## src/rtl/router_pkg.sv

```systemverilog
// Shared definitions for the router packet FIFO: header field positions and helpers.
package router_pkg;

  localparam int unsigned DATA_W_DEF = 8;
  localparam int unsigned ADDR_LSB   = 0;
  localparam int unsigned ADDR_MSB   = 1;
  localparam int unsigned LEN_LSB    = 2;

  // Payload length carried in a header byte (caller truncates to its LEN width).
  function automatic logic [31:0] hdr_len(input logic [31:0] data);
    return data >> LEN_LSB;
  endfunction

endpackage

```

## src/rtl/router_pkt_tracker.sv

```systemverilog
// Packet boundary tracker: loads LEN+1 on a header, counts down per byte,
// and flags the byte that closes the packet.
module router_pkt_tracker #(
  parameter int unsigned LEN_W = 6
) (
  input  logic             clk_i,
  input  logic             rst_i,
  input  logic             load_i,
  input  logic [LEN_W-1:0] len_i,
  input  logic             dec_i,
  output logic [LEN_W:0]   rem_o,
  output logic             done_c_o
);

  localparam int unsigned REM_W = LEN_W + 1;

  logic [REM_W-1:0] rem_q;
  logic [REM_W-1:0] rem_d;
  logic             done_c;

  // Next remaining-byte count; done fires on the 1->0 step.
  always_comb begin
    rem_d  = rem_q;
    done_c = 1'b0;
    if (load_i) begin
      rem_d = REM_W'(len_i) + REM_W'(1);
    end else if (dec_i && (rem_q != '0)) begin
      rem_d  = rem_q - REM_W'(1);
      done_c = (rem_q == REM_W'(1));
    end
  end

  // Remaining-byte register.
  always_ff @(posedge clk_i) begin
    if (rst_i) rem_q <= '0;
    else       rem_q <= rem_d;
  end

  assign rem_o    = rem_q;
  assign done_c_o = done_c;

endmodule

```

## src/rtl/router_pkt_fifo.sv

```systemverilog
// Packet-aware output FIFO: circular buffer of {hdr_flag, data} entries with
// write-side protocol checking and read-side sop/eop marking.
module router_pkt_fifo
  import router_pkg::*;
#(
  parameter int unsigned DATA_W    = DATA_W_DEF,
  parameter int unsigned DEPTH     = 16,
  parameter int unsigned AF_THRESH = DEPTH - 2
) (
  input  logic                     clock,
  input  logic                     reset,
  input  logic                     soft_reset,
  input  logic                     write_enb,
  input  logic                     lfd_state,
  input  logic [DATA_W-1:0]        data_in,
  input  logic                     read_enb,
  output logic [DATA_W-1:0]        data_out,
  output logic                     data_valid,
  output logic                     sop,
  output logic                     eop,
  output logic                     empty,
  output logic                     full,
  output logic                     almost_full,
  output logic [$clog2(DEPTH):0]   count,
  output logic [$clog2(DEPTH):0]   pkt_cnt,
  output logic                     wr_err
);

  localparam int unsigned PTR_W = $clog2(DEPTH);
  localparam int unsigned CNT_W = PTR_W + 1;
  localparam int unsigned LEN_W = DATA_W - LEN_LSB;
  localparam int unsigned ENT_W = DATA_W + 1;

  logic [ENT_W-1:0]  mem_q [DEPTH];
  logic [PTR_W-1:0]  wr_ptr_q, wr_ptr_d;
  logic [PTR_W-1:0]  rd_ptr_q, rd_ptr_d;
  logic [CNT_W-1:0]  count_q, count_d;
  logic [CNT_W-1:0]  pkt_cnt_q, pkt_cnt_d;
  logic [DATA_W-1:0] data_out_q, data_out_d;
  logic              data_valid_q, data_valid_d;
  logic              sop_q, sop_d;
  logic              eop_q, eop_d;
  logic              empty_q, empty_d;
  logic              full_q, full_d;
  logic              af_q, af_d;
  logic              wr_err_q, wr_err_d;

  logic              flush;
  logic              wr_req, wr_legal, wr_acc;
  logic              rd_acc, rd_hdr;
  logic [ENT_W-1:0]  rd_entry;
  logic [DATA_W-1:0] rd_data;
  logic [LEN_W:0]    wr_rem, rd_rem;
  logic              wr_done, rd_done;
  logic [LEN_W-1:0]  wr_len, rd_len;

  assign flush    = reset | soft_reset;
  assign rd_entry = mem_q[rd_ptr_q];
  assign rd_hdr   = rd_entry[DATA_W];
  assign rd_data  = rd_entry[DATA_W-1:0];
  assign wr_len   = LEN_W'(hdr_len(32'(data_in)));
  assign rd_len   = LEN_W'(hdr_len(32'(rd_data)));

  // Accept/drop decisions from pre-edge flags; headers only between packets.
  always_comb begin
    wr_req   = write_enb & ~full_q;
    wr_legal = lfd_state ? (wr_rem == '0) : (wr_rem != '0);
    wr_acc   = wr_req & wr_legal;
    wr_err_d = wr_req & ~wr_legal;
    rd_acc   = read_enb & ~empty_q;
  end

  router_pkt_tracker #(.LEN_W(LEN_W)) u_wr_trk (
    .clk_i    (clock),
    .rst_i    (flush),
    .load_i   (wr_acc & lfd_state),
    .len_i    (wr_len),
    .dec_i    (wr_acc & ~lfd_state),
    .rem_o    (wr_rem),
    .done_c_o (wr_done)
  );

  router_pkt_tracker #(.LEN_W(LEN_W)) u_rd_trk (
    .clk_i    (clock),
    .rst_i    (flush),
    .load_i   (rd_acc & rd_hdr),
    .len_i    (rd_len),
    .dec_i    (rd_acc & ~rd_hdr & (rd_rem != '0)),
    .rem_o    (rd_rem),
    .done_c_o (rd_done)
  );

  // Next-state for pointers, occupancy, packet count and read outputs.
  always_comb begin
    wr_ptr_d     = wr_ptr_q;
    rd_ptr_d     = rd_ptr_q;
    data_out_d   = data_out_q;
    data_valid_d = rd_acc;
    sop_d        = 1'b0;
    eop_d        = 1'b0;
    if (wr_acc) wr_ptr_d = wr_ptr_q + PTR_W'(1);
    if (rd_acc) begin
      rd_ptr_d   = rd_ptr_q + PTR_W'(1);
      data_out_d = rd_data;
      sop_d      = rd_hdr;
      eop_d      = rd_done;
    end
    count_d   = count_q + CNT_W'(wr_acc) - CNT_W'(rd_acc);
    pkt_cnt_d = pkt_cnt_q + CNT_W'(wr_done) - CNT_W'(rd_done);
    empty_d   = (count_d == '0);
    full_d    = (count_d == CNT_W'(DEPTH));
    af_d      = (count_d >= CNT_W'(AF_THRESH));
  end

  // Control and output registers; reset and soft_reset flush identically.
  always_ff @(posedge clock) begin
    if (flush) begin
      wr_ptr_q     <= '0;
      rd_ptr_q     <= '0;
      count_q      <= '0;
      pkt_cnt_q    <= '0;
      data_out_q   <= '0;
      data_valid_q <= 1'b0;
      sop_q        <= 1'b0;
      eop_q        <= 1'b0;
      empty_q      <= 1'b1;
      full_q       <= 1'b0;
      af_q         <= 1'b0;
      wr_err_q     <= 1'b0;
    end else begin
      wr_ptr_q     <= wr_ptr_d;
      rd_ptr_q     <= rd_ptr_d;
      count_q      <= count_d;
      pkt_cnt_q    <= pkt_cnt_d;
      data_out_q   <= data_out_d;
      data_valid_q <= data_valid_d;
      sop_q        <= sop_d;
      eop_q        <= eop_d;
      empty_q      <= empty_d;
      full_q       <= full_d;
      af_q         <= af_d;
      wr_err_q     <= wr_err_d;
    end
  end

  // Storage array; contents survive a flush since pointers make them stale.
  always_ff @(posedge clock) begin
    if (wr_acc && !flush) mem_q[wr_ptr_q] <= {lfd_state, data_in};
  end

  assign data_out    = data_out_q;
  assign data_valid  = data_valid_q;
  assign sop         = sop_q;
  assign eop         = eop_q;
  assign empty       = empty_q;
  assign full        = full_q;
  assign almost_full = af_q;
  assign count       = count_q;
  assign pkt_cnt     = pkt_cnt_q;
  assign wr_err      = wr_err_q;

endmodule
```

## config.mk

```make
export PLATFORM = sky130hd
export DESIGN_NAME = router_pkt_fifo
export DESIGN_NICKNAME = d
export VERILOG_FILES = /design/src/rtl/router_pkg.sv /design/src/rtl/router_pkt_tracker.sv /design/src/rtl/router_pkt_fifo.sv
export SDC_FILE = /design/constraint.sdc
export NUM_CORES = 1
export LEC_CHECK = 0
export BUFFER_PORTS_ARGS = -buffer_cell sky130_fd_sc_hd__buf_4
export CAP_MARGIN = 10
export CELL_PAD_IN_SITES_DETAIL_PLACEMENT = 2
export CELL_PAD_IN_SITES_GLOBAL_PLACEMENT = 2
export CORE_MARGIN = 2
export CORE_UTILIZATION = 43
export CTS_CLUSTER_DIAMETER = 40
export DETAILED_ROUTE_END_ITERATION = 16
export GPL_ROUTABILITY_DRIVEN = 0
export PLACE_DENSITY = 0.83
export SYNTH_ARGS = -nofsm -noshare
export SYNTH_HDL_FRONTEND = slang
export SYNTH_SLANG_ARGS = --single-unit
export TNS_END_PERCENT = 20
```

## constraint.sdc

```tcl
create_clock -name clock -period 3.5 [get_ports clock]
set_input_delay 0 -clock clock [delete_from_list [all_inputs] [get_ports clock]]
set_output_delay 0 -clock clock [all_outputs]
set_load 0.01 [all_outputs]
```

==> impl_results.md <==
* Die area at 20,490 um^2
* Multi-input logic area at 2744 um^2
* Maxcap violations at 0
* DRC viols at 0
* Area growth syn-to-layout at 16.04%
* Fin crit share at 0.9580
* Core Rows at 50
* Worst slew margin relative to its limit at 0.3400
* Via count at 5,147
* Global-route wire length before repair at 36.82 mm
* Number of routed nets with antenna violations at 0
* CP Data Arrival Time at 3670 ps
* Top-count cell post-synth: edfxtp_1
* Ys async rst share at 0
* Final Slew Violations at 0
* Clock transition at path regs at 80 ps
* Required @ worst endpoint at 3820 ps
* Number of global-route vias before repair at 5,723
* # setup viols final at 0
* TritonCTS Sinks at 195
* Cells after Synth at 558
* Ports at 39
* Vias per Instance at 5.732
* Top cells by count, synth: 144 x edfxtp_1, 51 x dfxtp_1, 39 x nand2_1, 39 x nor2_1, 26 x inv_1
* Die height at 143.1 um
* Synth warnings at 0
* Total global routing overflow at 0
* Top_reg_cell synth: edfxtp_1
* Pre-CTS WS at -137.4 ps
* Top cell type's share of synthesized area at 0.5195
* Leak at 0.003248 uW
* Clk root buf: clkbuf_16
* Seq/Total Area, Yosys at 0.6421
* Worst setup path class: reg -> reg
* Antenna diodes at 0
* Avg Cell Area, Syn at 14.92 um^2
* CP Capture Type: flip-flop
* Slew of the pin with the lowest slew margin at 990.0 ps
* Hold Worst Slack at 65.35 ps
* Clk_skew at 11.78 ps
* RSZ-0062 raised after global routing: no
* CP Launch Type: flip-flop
* Flops & latches, synth at 195
* Fraction of layout cells with a size suffix above 1 at 0.2194
* Final hold viol count at 0
* Worst VDD drop at 378.4 uV
* IO Port Bufs at 38
* Clock Path Buffers at 2
* Starting Density at 0.4421
* Routed WL per cell at 27.23 um
* Worst skew pair latency at 450 ps
* Synth unique cells at 57
* CP max FO at 4
* Setup WS post-layout at 147.0 ps
* Total GRT Usage at 0.2523
* Die width at 143.1 um
* Maximum clock rate at 298.2 MHz
* Status: completed
* Drt pass-1 iters at 5
* Drt total wl at 24.45 mm
* Dominant cells by area after synthesis: edfxtp_1 52%, dfxtp_1 12%, mux4_2 6.8%
* Hold Path Class: in -> reg
* Post-synthesis cell area at 8324 um^2
* Largest net degree at the start of global routing at 42
* Nets at 663
* Register Area at 5351 um^2
* Initial drt markers at 447
* Placeable Area at 18,830 um^2
* Power per Cell Area at 529.3 nW/um^2
* CTS tree: yes
* Syn nets at 596
* Filler Cell Count at 1,721
* Number of synthesized flops with an enable pin at 144
* Initial antenna violation count at 0
* CTS Buf Count at 17
* Yosys top cell by area: edfxtp_1
* Final worst path period need at 3353 ps
* H-tree depth at 4
* Hpwl dp at 15.60 mm
## final cells by class
class,count,area share
Tap cell,260,0.03368
Sequential cell,195,0.5540
Clock inverter,14,0.01580
Timing Repair Buffer,70,0.05725
Clock buffer,18,0.04443
Inverter,27,0.01075
Multi-Input combinational cell,314,0.2841
## power breakdown
| part | internal [uW] | switching (uW) | total, uW |
|---|---|---|---|
| Combinational | 235 | 334 | 570 |
| Sequential | 2510 | 36.1 | 2550 |
| Clock | 1060 | 931 | 2000 |
## flip-flops by register name (all words and copies together), names as in the netlist, named ones only
name            count
data_valid          1
full                1
pkt_cnt             5
rd_ptr_q            4
u_rd_trk.rem_o      7
u_wr_trk.rem_o      7
wr_ptr_q            4
eop                 1
wr_err              1
count               5
empty               1
almost_full         1
sop                 1
data_out            8
mem_q             144
## repair_timing
action	CTS	global route
resized for setup	5	10
hold endpoints to repair	146	0
pin swaps	3	5
hold buffers	11	0
setup buffers	3	2
endpoints found under the setup margin	4	4
## worst paths after layout
kind                            slack (ps)  cells past startpoint           to         startpoint
worst max register to register         150                     17        empty  u_wr_trk.rem_o[0]
worst max-delay path                   150                     17        empty  u_wr_trk.rem_o[0]
worst min-delay path                    70                      3       wr_err          write_enb
worst min register to register         460                      2  data_out[1]        data_out[1]
## cells in the final DEF, fill, tap and decap left out, drive strengths merged, types with 12 or more instances in the layout
master and instances:
buf 59, nor2 40, a22oi 12, edfxtp 144, clkbuf 18, nand2 40
inv 32, dfxtp 51, ha 22, a21oi 23, mux4 34, and2 17
xnor2 17
## metrics by stage
step | cells | utilization | setup TNS (ps) | cell area (um^2) | total power [uW]
floorplan | 558 | - | 0 | 8324 | 2893
global placement | 850 | 0.4714 | 0 | 8877 | 3033
detailed placement | 850 | 0.4714 | -342.0 | 8877 | 3083
CTS | 896 | 0.5100 | 0 | 9603 | 5090
global route | 898 | 0.5130 | 0 | 9659 | 5257
finish | 898 | 0.5130 | 0 | 9659 | 5113
## critical path, stage by stage, from the launching register on
cell and delay [ps]:
dfxtp_4 360, inv_2 70, ha_2 180, or3b_4 410, o21ai_2 150, nor3b_4 270
inv_4 70, ha_4 220, inv_2 60, ha_4 140, inv_1 70, fa_2 380
inv_1 80, a21o_1 150, a21oi_1 100, xnor2_1 280, buf_4 160, o21ai_0 90
## metal layers
| layer | wire (um) | global-route usage |
|---|---|---|
| met2 | 12360 | 0.4326 |
| met1 | 10490 | 0.3182 |
| met3 | 929 | 0.04997 |
| met4 | 669 | 0.09224 |
| met5 | 0 | 0 |
## cell families after synthesis
group,share of synthesized area
flip-flops,0.6421
AND/OR/NAND/NOR,0.09785
AO/OA/AOI/OAI,0.05186
buffers and inverters,0.03397
multiplexers,0.1069
XOR/XNOR,0.02946
adder cells (fa/ha/maj),0.03788
Note: power is estimated with default switching activity, not from simulation.
